### config.mk
export PLATFORM = sky130hd
export DESIGN_NAME = glbl_cfg_bank
export DESIGN_NICKNAME = d
export VERILOG_FILES = /design/src/rtl/glbl_cfg_bank.sv
export SDC_FILE = /design/constraint.sdc
export NUM_CORES = 1
export LEC_CHECK = 0
export BUFFER_PORTS_ARGS = -buffer_cell sky130_fd_sc_hd__buf_2
export CAP_MARGIN = 10
export CORE_AREA = 2 2 640 642
export DETAILED_ROUTE_END_ITERATION = 12
export DIE_AREA = 0 0 642 644
export HOLD_SLACK_MARGIN = 0.1
export PLACE_DENSITY = 0.31
export SLEW_MARGIN = 20
export SYNTH_ARGS = -nofsm -noshare
export SYNTH_HDL_FRONTEND = slang
export SYNTH_SLANG_ARGS = --single-unit
### constraint.sdc
create_clock -name mclk -period 28.6 [get_ports mclk]
set_clock_uncertainty 0.2 [all_clocks]
set_input_delay 2.86 -clock mclk [delete_from_list [all_inputs] [get_ports mclk]]
set_output_delay 2.86 -clock mclk [all_outputs]
set_load 0.02 [all_outputs]
### src/rtl/glbl_cfg_bank.sv
// glbl_cfg_bank: a bank of NUM_REGS 32-bit configuration/status registers on
// the reg-bus. Each register can be read/write, read-only (live hw_status),
// or write-1-to-clear interrupt status. A key register at index NUM_REGS
// opens a timed write window for LOCK_MASK registers.
//
// Ports:
//   mclk       in   clock
//   reset      in   asynchronous active-high reset
//   reg_cs     in   access request, held until reg_ack
//   reg_wr     in   1 = write, 0 = read
//   reg_addr   in   byte address, index = reg_addr[AW-1:2]
//   reg_wdata  in   write data
//   reg_be     in   byte enables
//   reg_rdata  out  read data, valid with reg_ack (holds between reads)
//   reg_ack    out  one-cycle completion pulse
//   reg_err    out  error flag, valid with reg_ack
//   hw_status  in   live values for read-only registers
//   hw_set     in   per-bit set pulses for W1C registers
//   cfg_out    out  current register contents
//   irq        out  registered OR of all W1C bits
//   lock_sts   out  1 = locked
module glbl_cfg_bank #(
  parameter int                     NUM_REGS   = 16,
  parameter int                     AW         = 8,
  parameter logic [32*NUM_REGS-1:0] RST_VAL    = '0,
  parameter logic [NUM_REGS-1:0]    RO_MASK    = '0,
  parameter logic [NUM_REGS-1:0]    W1C_MASK   = '0,
  parameter logic [NUM_REGS-1:0]    LOCK_MASK  = '0,
  parameter logic [31:0]            UNLOCK_KEY = 32'hA5C3_0F96,
  parameter int                     UNLOCK_WIN = 64
) (
  input  logic                     mclk,
  input  logic                     reset,
  input  logic                     reg_cs,
  input  logic                     reg_wr,
  input  logic [AW-1:0]            reg_addr,
  input  logic [31:0]              reg_wdata,
  input  logic [3:0]               reg_be,
  output logic [31:0]              reg_rdata,
  output logic                     reg_ack,
  output logic                     reg_err,
  input  logic [32*NUM_REGS-1:0]   hw_status,
  input  logic [32*NUM_REGS-1:0]   hw_set,
  output logic [32*NUM_REGS-1:0]   cfg_out,
  output logic                     irq,
  output logic                     lock_sts
);

  localparam int IW = AW - 2;
  // W1C registers are never lockable.
  localparam logic [NUM_REGS-1:0] EFF_LOCK = LOCK_MASK & ~W1C_MASK;

  typedef enum logic {ST_LOCKED, ST_UNLOCKED} lock_state_t;

  lock_state_t r_state;
  logic [7:0]  r_cnt;
  logic [31:0] r_rdata;
  logic        r_ack;
  logic        r_err;
  logic        r_irq;

  logic [IW-1:0]                w_idx;
  logic                         w_cap;
  logic                         w_wr;
  logic [31:0]                  w_be_mask;
  logic                         w_key_hit;
  logic                         w_key_ok;
  logic                         w_unmapped;
  logic [NUM_REGS-1:0]          w_sel;
  logic [NUM_REGS-1:0]          w_we;
  logic                         w_ro_hit;
  logic                         w_lock_hit;
  logic                         w_err;
  logic                         w_wr_ok;
  logic [31:0]                  w_rd_val;
  logic [NUM_REGS-1:0][31:0]    w_cfg;
  logic [NUM_REGS-1:0][31:0]    w_w1c;
  logic                         w_unused_bits;

  assign w_idx      = reg_addr[AW-1:2];
  // A new access is only taken while ack is low, so ack is always a pulse.
  assign w_cap      = reg_cs & ~r_ack;
  assign w_wr       = w_cap & reg_wr;
  assign w_be_mask  = {{8{reg_be[3]}}, {8{reg_be[2]}}, {8{reg_be[1]}}, {8{reg_be[0]}}};
  assign w_key_hit  = (w_idx == IW'(NUM_REGS));
  assign w_unmapped = (w_idx > IW'(NUM_REGS));
  assign w_key_ok   = (reg_wdata == UNLOCK_KEY) && (reg_be == 4'hF);
  assign w_ro_hit   = |(w_sel & RO_MASK);
  assign w_lock_hit = |(w_sel & EFF_LOCK);

  assign w_err = w_unmapped |
                 (reg_wr & (w_ro_hit | (w_lock_hit & lock_sts) | (w_key_hit & ~w_key_ok)));
  assign w_wr_ok = w_wr & ~w_err;

  genvar gi;
  generate
    for (gi = 0; gi < NUM_REGS; gi++) begin : g_reg
      assign w_sel[gi] = (w_idx == IW'(gi));
      assign w_we[gi]  = w_wr_ok & w_sel[gi];

      if (RO_MASK[gi]) begin : g_ro
        assign w_cfg[gi] = hw_status[32*gi +: 32];
        assign w_w1c[gi] = '0;
      end else if (W1C_MASK[gi]) begin : g_w1c
        logic [31:0] r_val;
        logic [31:0] w_clr;
        assign w_clr = w_we[gi] ? (reg_wdata & w_be_mask) : 32'h0;
        // Set is OR-ed in after the clear so a same-cycle set wins.
        always_ff @(posedge mclk or posedge reset) begin
          if (reset) r_val <= RST_VAL[32*gi +: 32];
          else       r_val <= (r_val & ~w_clr) | hw_set[32*gi +: 32];
        end
        assign w_cfg[gi] = r_val;
        assign w_w1c[gi] = r_val;
      end else begin : g_rw
        logic [31:0] r_val;
        always_ff @(posedge mclk or posedge reset) begin
          if (reset)          r_val <= RST_VAL[32*gi +: 32];
          else if (w_we[gi])  r_val <= (r_val & ~w_be_mask) | (reg_wdata & w_be_mask);
        end
        assign w_cfg[gi] = r_val;
        assign w_w1c[gi] = '0;
      end
    end
  endgenerate

  always_comb begin
    w_rd_val = 32'h0;
    if (w_key_hit) w_rd_val = {31'b0, lock_sts};
    for (int i = 0; i < NUM_REGS; i++) begin
      if (w_sel[i]) w_rd_val = w_cfg[i];
    end
  end

  always_ff @(posedge mclk or posedge reset) begin
    if (reset) begin
      r_state <= ST_LOCKED;
      r_cnt   <= 8'd0;
      r_rdata <= 32'h0;
      r_ack   <= 1'b0;
      r_err   <= 1'b0;
      r_irq   <= 1'b0;
    end else begin
      r_ack <= w_cap;
      r_err <= w_cap & w_err;
      if (w_cap && !reg_wr) r_rdata <= w_rd_val;
      r_irq <= |w_w1c;

      case (r_state)
        ST_LOCKED: begin
          if (w_wr && w_key_hit && w_key_ok) begin
            r_state <= ST_UNLOCKED;
            r_cnt   <= 8'(UNLOCK_WIN);
          end
        end
        ST_UNLOCKED: begin
          if (w_wr && w_key_hit) begin
            // Correct key reloads the window, wrong key slams it shut.
            if (w_key_ok) begin
              r_cnt <= 8'(UNLOCK_WIN);
            end else begin
              r_state <= ST_LOCKED;
              r_cnt   <= 8'd0;
            end
          end else if (w_wr_ok && w_lock_hit) begin
            // Single-shot: one protected write per unlock.
            r_state <= ST_LOCKED;
            r_cnt   <= 8'd0;
          end else if (r_cnt <= 8'd1) begin
            r_state <= ST_LOCKED;
            r_cnt   <= 8'd0;
          end else begin
            r_cnt <= r_cnt - 8'd1;
          end
        end
        default: begin
          r_state <= ST_LOCKED;
          r_cnt   <= 8'd0;
        end
      endcase
    end
  end

  assign w_unused_bits = ^{hw_status, hw_set, reg_addr[1:0], w_we};

  assign reg_rdata = r_rdata;
  assign reg_ack   = r_ack;
  assign reg_err   = r_err;
  assign irq       = r_irq;
  assign lock_sts  = (r_state == ST_LOCKED);
  assign cfg_out   = w_cfg;

endmodule

==> metrics.txt, run 1 <==
final slew viol count 0; Max Fclk around 170 MHz; DRT iter0 DRCs roughly 1500; largest family of logic cells by synthesized area multiplexers; Comb power frac approximately an eighth; detailed-route DRC error count 0; Final Critical Period 6036 ps; power per cell area about 58 nW/um2; Die Y about 640 um; CTS H-tree depth 3; Post-Synthesis Cells roughly 1900; num ports approximately 1600; total power between 2000 and 2500 uW; Mapped Nets 2980; critical path arrival roughly 6600 ps; max cap viols 0; core area about 410000 um2; share of post-route cells with drive strength above 1 a little under three fifths; Worst Tran Pin Value 1168 ps; placed instance area around 35000 um2; Synth Flop Type dfrtp_1; HP Class reg2reg; number of synthesized flops with an enable pin 0; Post-DRT Antenna Nets 0; clock sinks 555; post-synthesis xor/xnor area fraction less than 1%; period utilisation layout about a fifth; drt pass-1 iters 5; Final Hold Vio Count 0; via density per instance between 2 and 3; Sequential Power Share 38.9%; sw frac 30.45%; Crit Path Max Fanout 90; via count between 20000 and 25000; Sw Pwr 669.1 uW; Placed Cells approximately 7900; Post-Synth Simple-Gate Area under 10%; number of setup buffers added after CTS 0; Setup crit end kind flip-flop; Worst Hold Depth 2; Syn. warnings 0; CP max stage delay 730 ps; CTS buffer count between 80 and 90; Clock power frac between 40 and 50%; Post-Route WL ~190000 um; HPWL Detailed 148700 um; Async SR Flop Fraction 100.0%; final setup vio count 0; hold_ws ~290 ps; unrepaired setup endpoints after global routing no; crit-path cells buf_8 > buf_12 > nand2b_2 > buf_4 > nor2_4 > buf_4 > a222oi_1 > and3_1 > o22ai_1; Slew headroom between 20 and 25%; die area between 400000 and 500000 um2; number of global-route vias before repair about 21000; Nets around 3600; CTS resizes 0; I/O Buffers ~590; Layout area overhead 49.75%; Synth Area in Adders less than 1%; post-synth cell types 68; cts hold-fix bufs 0; RePlAce Congestion 0.7344; Synth Area in Compound Gates 8.236%; clock latency on the worst-skew pair roughly 800 ps; largest net degree at the start of global routing 170; Int Power about 1500 uW; Total GRT Usage 9.053%; initial antenna violation count 39; WP data required approximately 29000 ps; Clock Pin Slew Worst Setup and Hold Paths ~60 ps; nature of the critical path startpoint input pin; outcome complete, no violations; CP Class in2reg; FP Rows around 240; mapped cell area between 20000 and 30000 um2; multiplexer area fraction after synthesis between 20% and 30%; Final TNS setup 0 ps; CTS tree built; Starting Density approximately 6.3%; Synth Register Bits about 560; post-route insts no fill 8042; Final Cell Area 38200 um2; CTS Root Cell clkbuf_16; average wire per cell in the routed design around 24 um; clock tree buffer depth 4; die span in x ~640 um; syn_area_per_cell approximately 13 um2; Lkg Pwr 0.01691 uW; register area share after synthesis between 50 and 60%; GRT overflow 0; Slowest cell on crit path nor2_4; global-route wire length before repair roughly 240000 um; cell mode on critical path buf_4; Worst VDD drop roughly 0.040 mV; reg2reg path depth 6
[layout make-up]
type	count	area (um2)
antenna	14	35.03
clock buffer	117	2354
clock inverter	23	337.8
fill	47096	369300
inverter	9	41.29
multi-input combinational	1214	11210
sequential	555	13890
tap	5451	6820
timing repair buffer	659	3513
[layout by cell type, fill, tap and decap left out, types with 8 or more instances in the layout]
cell and instances:
buf_2 590, dfrtp_1 555, mux2_2 527, clkbuf_16 82, nand2_1 79, buf_4 64, o21ai_0 47, mux4_2 45
a21oi_1 44, nor3_1 43, nor2_1 37, o22ai_1 35, a211oi_1 32, nor2_2 31, and3_1 26, a222oi_1 21
nand2b_1 18, clkbuf_8 18, clkbuf_1 18, nor2b_1 16, a221oi_1 16, diode_2 14, mux2i_1 14, a22o_1 11
a22oi_1 11, nand3_1 10, a32oi_1 9, a2bb2oi_1 9, mux2_1 8, inv_1 8, nor2_4 8, o221a_2 8
nor4_1 8
[power groups by stage]
| stage | combinational, uW | sequential, uW | clock [uW] |
|---|---|---|---|
| after detailed placement | 293 | 869 | 0 |
| after CTS | 294 | 855 | 1110 |
| after global routing | 302 | 861 | 1130 |
| after floorplan | 102 | 903 | 0 |
| final | 281 | 855 | 1060 |
| after global placement | 294 | 868 | 0 |
[worst max-delay path: cells and delay by family]
kind            cells  cell delay, ps
buf+inv             4            1570
compound gates      2             340
simple gates        3            1420
[layer usage]
layer / global-route usage (%) / vias to the layer above / routed length (um)
li1: - / 8455 / -
met1: 9.928 / 10815 / 73070
met2: 16.34 / 690 / 99160
met3: 2.455 / 210 / 12240
met4: 3.765 / 8 / 9124
met5: 0 / - / 46
[Yosys cell counts (11+ instances only)]
| cell type | count | area share [%] |
|---|---|---|
| buf_2 | 35 | 0.69 |
| nand2_1 | 81 | 1.2 |
| a221oi_1 | 16 | 0.55 |
| nor2_1 | 51 | 0.75 |
| o21ai_0 | 47 | 0.92 |
| a22oi_1 | 11 | 0.32 |
| mux2_2 | 527 | 23 |
| clkbuf_1 | 84 | 1.2 |
| a211oi_1 | 32 | 0.94 |
| dfrtp_1 | 555 | 54 |
| nor3_1 | 46 | 0.90 |
| a21oi_1 | 44 | 0.86 |
| nor2_2 | 25 | 0.61 |
| mux2i_1 | 14 | 0.55 |
| mux4_2 | 45 | 4.0 |
| nand2b_1 | 20 | 0.49 |
| o22ai_1 | 35 | 0.86 |
| a222oi_1 | 21 | 0.82 |
| and3_1 | 27 | 0.66 |
| nor2b_1 | 18 | 0.44 |
| a22o_1 | 11 | 0.38 |
[worst paths after layout]
| check | startpoint | to | slack (ps) |
|---|---|---|---|
| worst min register to register | reg_rdata[11] | reg_rdata[11] | 290 |
| worst max register to register | reg_ack | flip-flop | 25020 |
| worst min-delay path | reg_rdata[11] | reg_rdata[11] | 290 |
| max in group asynchronous | reset | async pin | 23700 |
| min in group asynchronous | reset | async pin | 1980 |
| worst max-delay path | reg_addr[2] | reg_rdata[2] | 22560 |
[kinds of logic after synthesis]
| group | Yosys count |
|---|---|
| xor gates and xnor gates | 3 |
| AOI/OAI and AO/OA | 292 |
| buffers and inverters | 137 |
| DFF | 555 |
| and+or+nand+nor | 322 |
| muxes | 594 |
| other | 1 |
| adders and majority gates | 2 |
[through the flow]
stage,worst slack [ps],utilization (%)
2_1_floorplan,10020,-
3_3_place_gp,21150,8.699
3_5_place_dp,21600,8.703
4_1_cts,22460,9.364
5_1_grt,22440,9.365
6_report,22560,9.373
(Power assumes the default switching activity.)
==> run 2: changes to the inputs <==
Settings changed: ABC_AREA set to 1, CORE_AREA 2 2 640 642 to 2 2 629 631, DIE_AREA 0 0 642 644 to 0 0 631 633, PLACE_DENSITY 0.31 to 0.32.
Clock period 28.6 ns to 5 ns, I/O delays scaled along.
==> run 2 against run 1 <==
  * Combinational power rose to 2.9 times the previous value
  * Critical path type unchanged
  * Hold slack got worse by 130 ps
  * Non-clock buffer count is 55 higher
==> metrics.txt, run 2 <==
outcome complete, no violations; share of post-route cells with drive strength above 1 22.67% (-33 points); Final TNS setup 0 ps (unchanged); Post-Route WL 204500 um (+5.6%); Starting Density 6.598% (+0.34 points); r2r startpoint reg_ack; number of global-route vias before repair 25293 (+21%); RePlAce Congestion 0.8705 (+19%); CP Class in2reg; GRT overflow 0 (unchanged); Mapped Nets 4393 (+47%); syn_area_per_cell 7.791 um2 (-42%); Register Area 13890 um2 (unchanged); clock sinks 555 (unchanged); die area 399400 um2 (-3.4%); number of synthesized flops with an enable pin 0 (unchanged); Final Cell Area 38100 um2 (-0.25%); Clock Pin Slew Worst Setup and Hold Paths 60 ps (about the same); Synth top area share 53.71% (-0.74 points); CTS buffer count 67 (-18%); Final Hold Vio Count 0 (unchanged); Final Critical Period between 4000 and 5000 ps; fillcell total 45798 (-2.8%); multi-input logic area 10600 um2 (-5.4%); Synth Register Bits 555 (unchanged); via density per instance 2.774 (+11%); CTS tree built; global-route wire length before repair 262700 um (+8.3%); Crit Path Max Fanout 12 (-87%); core area 392000 um2 (-3.8%); Place WS 608.9 ps (-20990 ps); reg2reg path depth 8 (+2); Lkg Pwr 0.01887 uW (+12%); critical path arrival 5090 ps (-1460 ps); Post-Synthesis Cells 3319 (+74%); DRT iter0 DRCs 1679 (+9.5%); drt pass-1 iters 5 (unchanged); nature of the critical path startpoint input pin; average wire per cell in the routed design 22.30 um (-7.4%); most frequent cells after synthesis nand2_1, dfrtp_1, nand3_1; final slew viol count 0 (unchanged); detailed-route DRC error count 0 (unchanged); register area share after synthesis 53.71% (-0.74 points); num ports 1620 (unchanged); Die Y 633 um (-1.7%); Async SR Flop Fraction 100.0% (unchanged); Nets 4960 (+38%); mapped cell area 25860 um2 (+1.4%); Post-DRT Antenna Nets 0 (unchanged); die span in x 631 um (-1.7%); Synth Flop Type dfrtp_1; setup slack, reg-to-reg 2020 ps (-23000 ps); initial antenna violation count 15 (-62%); most common cell after layout, fill and taps aside nand2_1; HPWL Detailed 166400 um (+12%); area leader, netlist dfrtp_1; I/O Buffers 592 (unchanged); most frequent cells in the layout nand2_1, buf_2, dfrtp_1, nand3_1, nor2_1; Synth area leaders dfrtp_1, nand2_1, nand3_1, nor2_1, o21ai_0; max cap viols 0 (unchanged); number of setup buffers added after CTS 0 (unchanged); via count 25431 (+26%); final worst slack 277.8 ps (-22290 ps); count leader, synth nand2_1; Worst Tran Pin Value 1086 ps (-81.76 ps); power per cell area 283.4 nW/um2 (+390%); Syn. warnings 0 (unchanged); unrepaired setup endpoints after global routing no; Setup crit end kind flip-flop; CTS Root Cell clkbuf_16; Slew headroom 27.60% (+5.6 points); Layout area overhead 47.34%; clock tree buffer depth 3 (-1); Worst VDD drop 0.2034 mV (+410%); WP data required 5360 ps (-23750 ps); post-synth cell types 32 (-53%); period utilisation layout approximately 94%; largest net degree at the start of global routing 144 (-15%); Max Fclk 211.8 MHz; HP Class in2reg; Total GRT Usage 9.929% (+0.88 points); total power 10800 uW (+390%); FP Rows 230 (-2.1%); final setup vio count 0 (unchanged); Setup crit start reg_wdata[11]; clock latency on the worst-skew pair 680 ps (-120 ps); placed instance area 35640 um2 (+0.48%); CTS H-tree depth 3 (unchanged)
## run 2: cell count changes in the layout (fill, tap and decap cells not counted), sizes merged, moves of 27 or more
| cell | delta |
|---|---|
| nor2 | +125 |
| o21ai | +84 |
| nand2 | +1343 |
| mux4 | -45 |
| nor3 | -41 |
| nand4 | +99 |
| and3 | -27 |
| o22ai | -32 |
| mux2 | -506 |
| a21oi | +33 |
| inv | +140 |
| a211oi | -32 |
| nand3 | +391 |
| buf | +45 |
## run 2: report_power, final
group	internal (uW)	switching, uW	leakage (uW)	total (uW)
clock network	3000	2360	0.00113	5350
logic	145	674	0.0103	819
registers	4560	64.0	0.00745	4620
## run 2: worst min-delay path by stage
stage                              from       endpoint  slack (ps)  cells after the start
final                      reg_wdata[2]      flip-flop         160                      4
after global routing       reg_wdata[2]      flip-flop         120                      4
after CTS                  reg_wdata[2]      flip-flop         100                      4
after detailed placement  reg_rdata[24]  reg_rdata[24]         260                      2
after global placement    reg_rdata[17]  reg_rdata[17]         270                      2
after floorplan                r_cnt[5]       r_cnt[5]         250                      2
## run 2: area by class of cell
| cell class | count | area share, % |
|---|---|---|
| antenna | 8 | 0.05254 |
| clock buffer | 95 | 5.044 |
| clock inverter | 27 | 1.077 |
| inverter | 152 | 1.507 |
| multi-input combinational | 2396 | 27.82 |
| sequential | 555 | 36.45 |
| tap | 5220 | 17.14 |
| timing repair buffer | 714 | 10.90 |
## run 2: per-stage QoR
| step | instances | hold slack [ps] | util [%] |
|---|---|---|---|
| after floorplan | 3319 | 254.0 | - |
| after global placement | 9026 | 271.7 | 9.093 |
| after detailed placement | 9026 | 260.7 | 9.093 |
| after CTS | 9159 | 101.4 | 9.716 |
| after global routing | 9164 | 119.2 | 9.719 |
| final | 9167 | 161.9 | 9.721 |
## run 2: metal layers
layer,wire (um),vias to the layer above,track usage [%]
met4,12990,14,5.690
met5,82,-,0
met3,12420,230,2.534
met2,106700,704,18.24
met1,72310,12710,10.17
li1,-,11773,-
## run 2: repair_timing
item                      CTS  global route
gates resized for setup     0             0
hold buffers               11             0
hold endpoints to repair   52             0
## run 2: kinds of logic (layout without fill, tap and decap cells)
logic type / after synthesis / count (layout) / synth area share (%)
flops: 555 / 555 / 53.71
other cells: 1 / 9 / 0.01450
simple gates: 2147 / 2147 / 34.76
compound gates: 213 / 213 / 4.166
buf+inv: 368 / 988 / 5.859
xor+xnor: 4 / 4 / 0.1355
fa+ha+maj: 2 / 2 / 0.09675
mux: 29 / 29 / 1.263
## run 2: worst max-delay path, cell delays in order
cell	delay [ps]
dlygate4sd3_1	520
buf_2	320
inv_1	410
nor3_1	560
nand4_1	240
nand2_1	100
nand2_1	50
dlygate4sd3_1	560
nand2_2	120
nand2_2	90
buf_4	280
nor2_4	490
nand2_1	500
o21ai_0	300
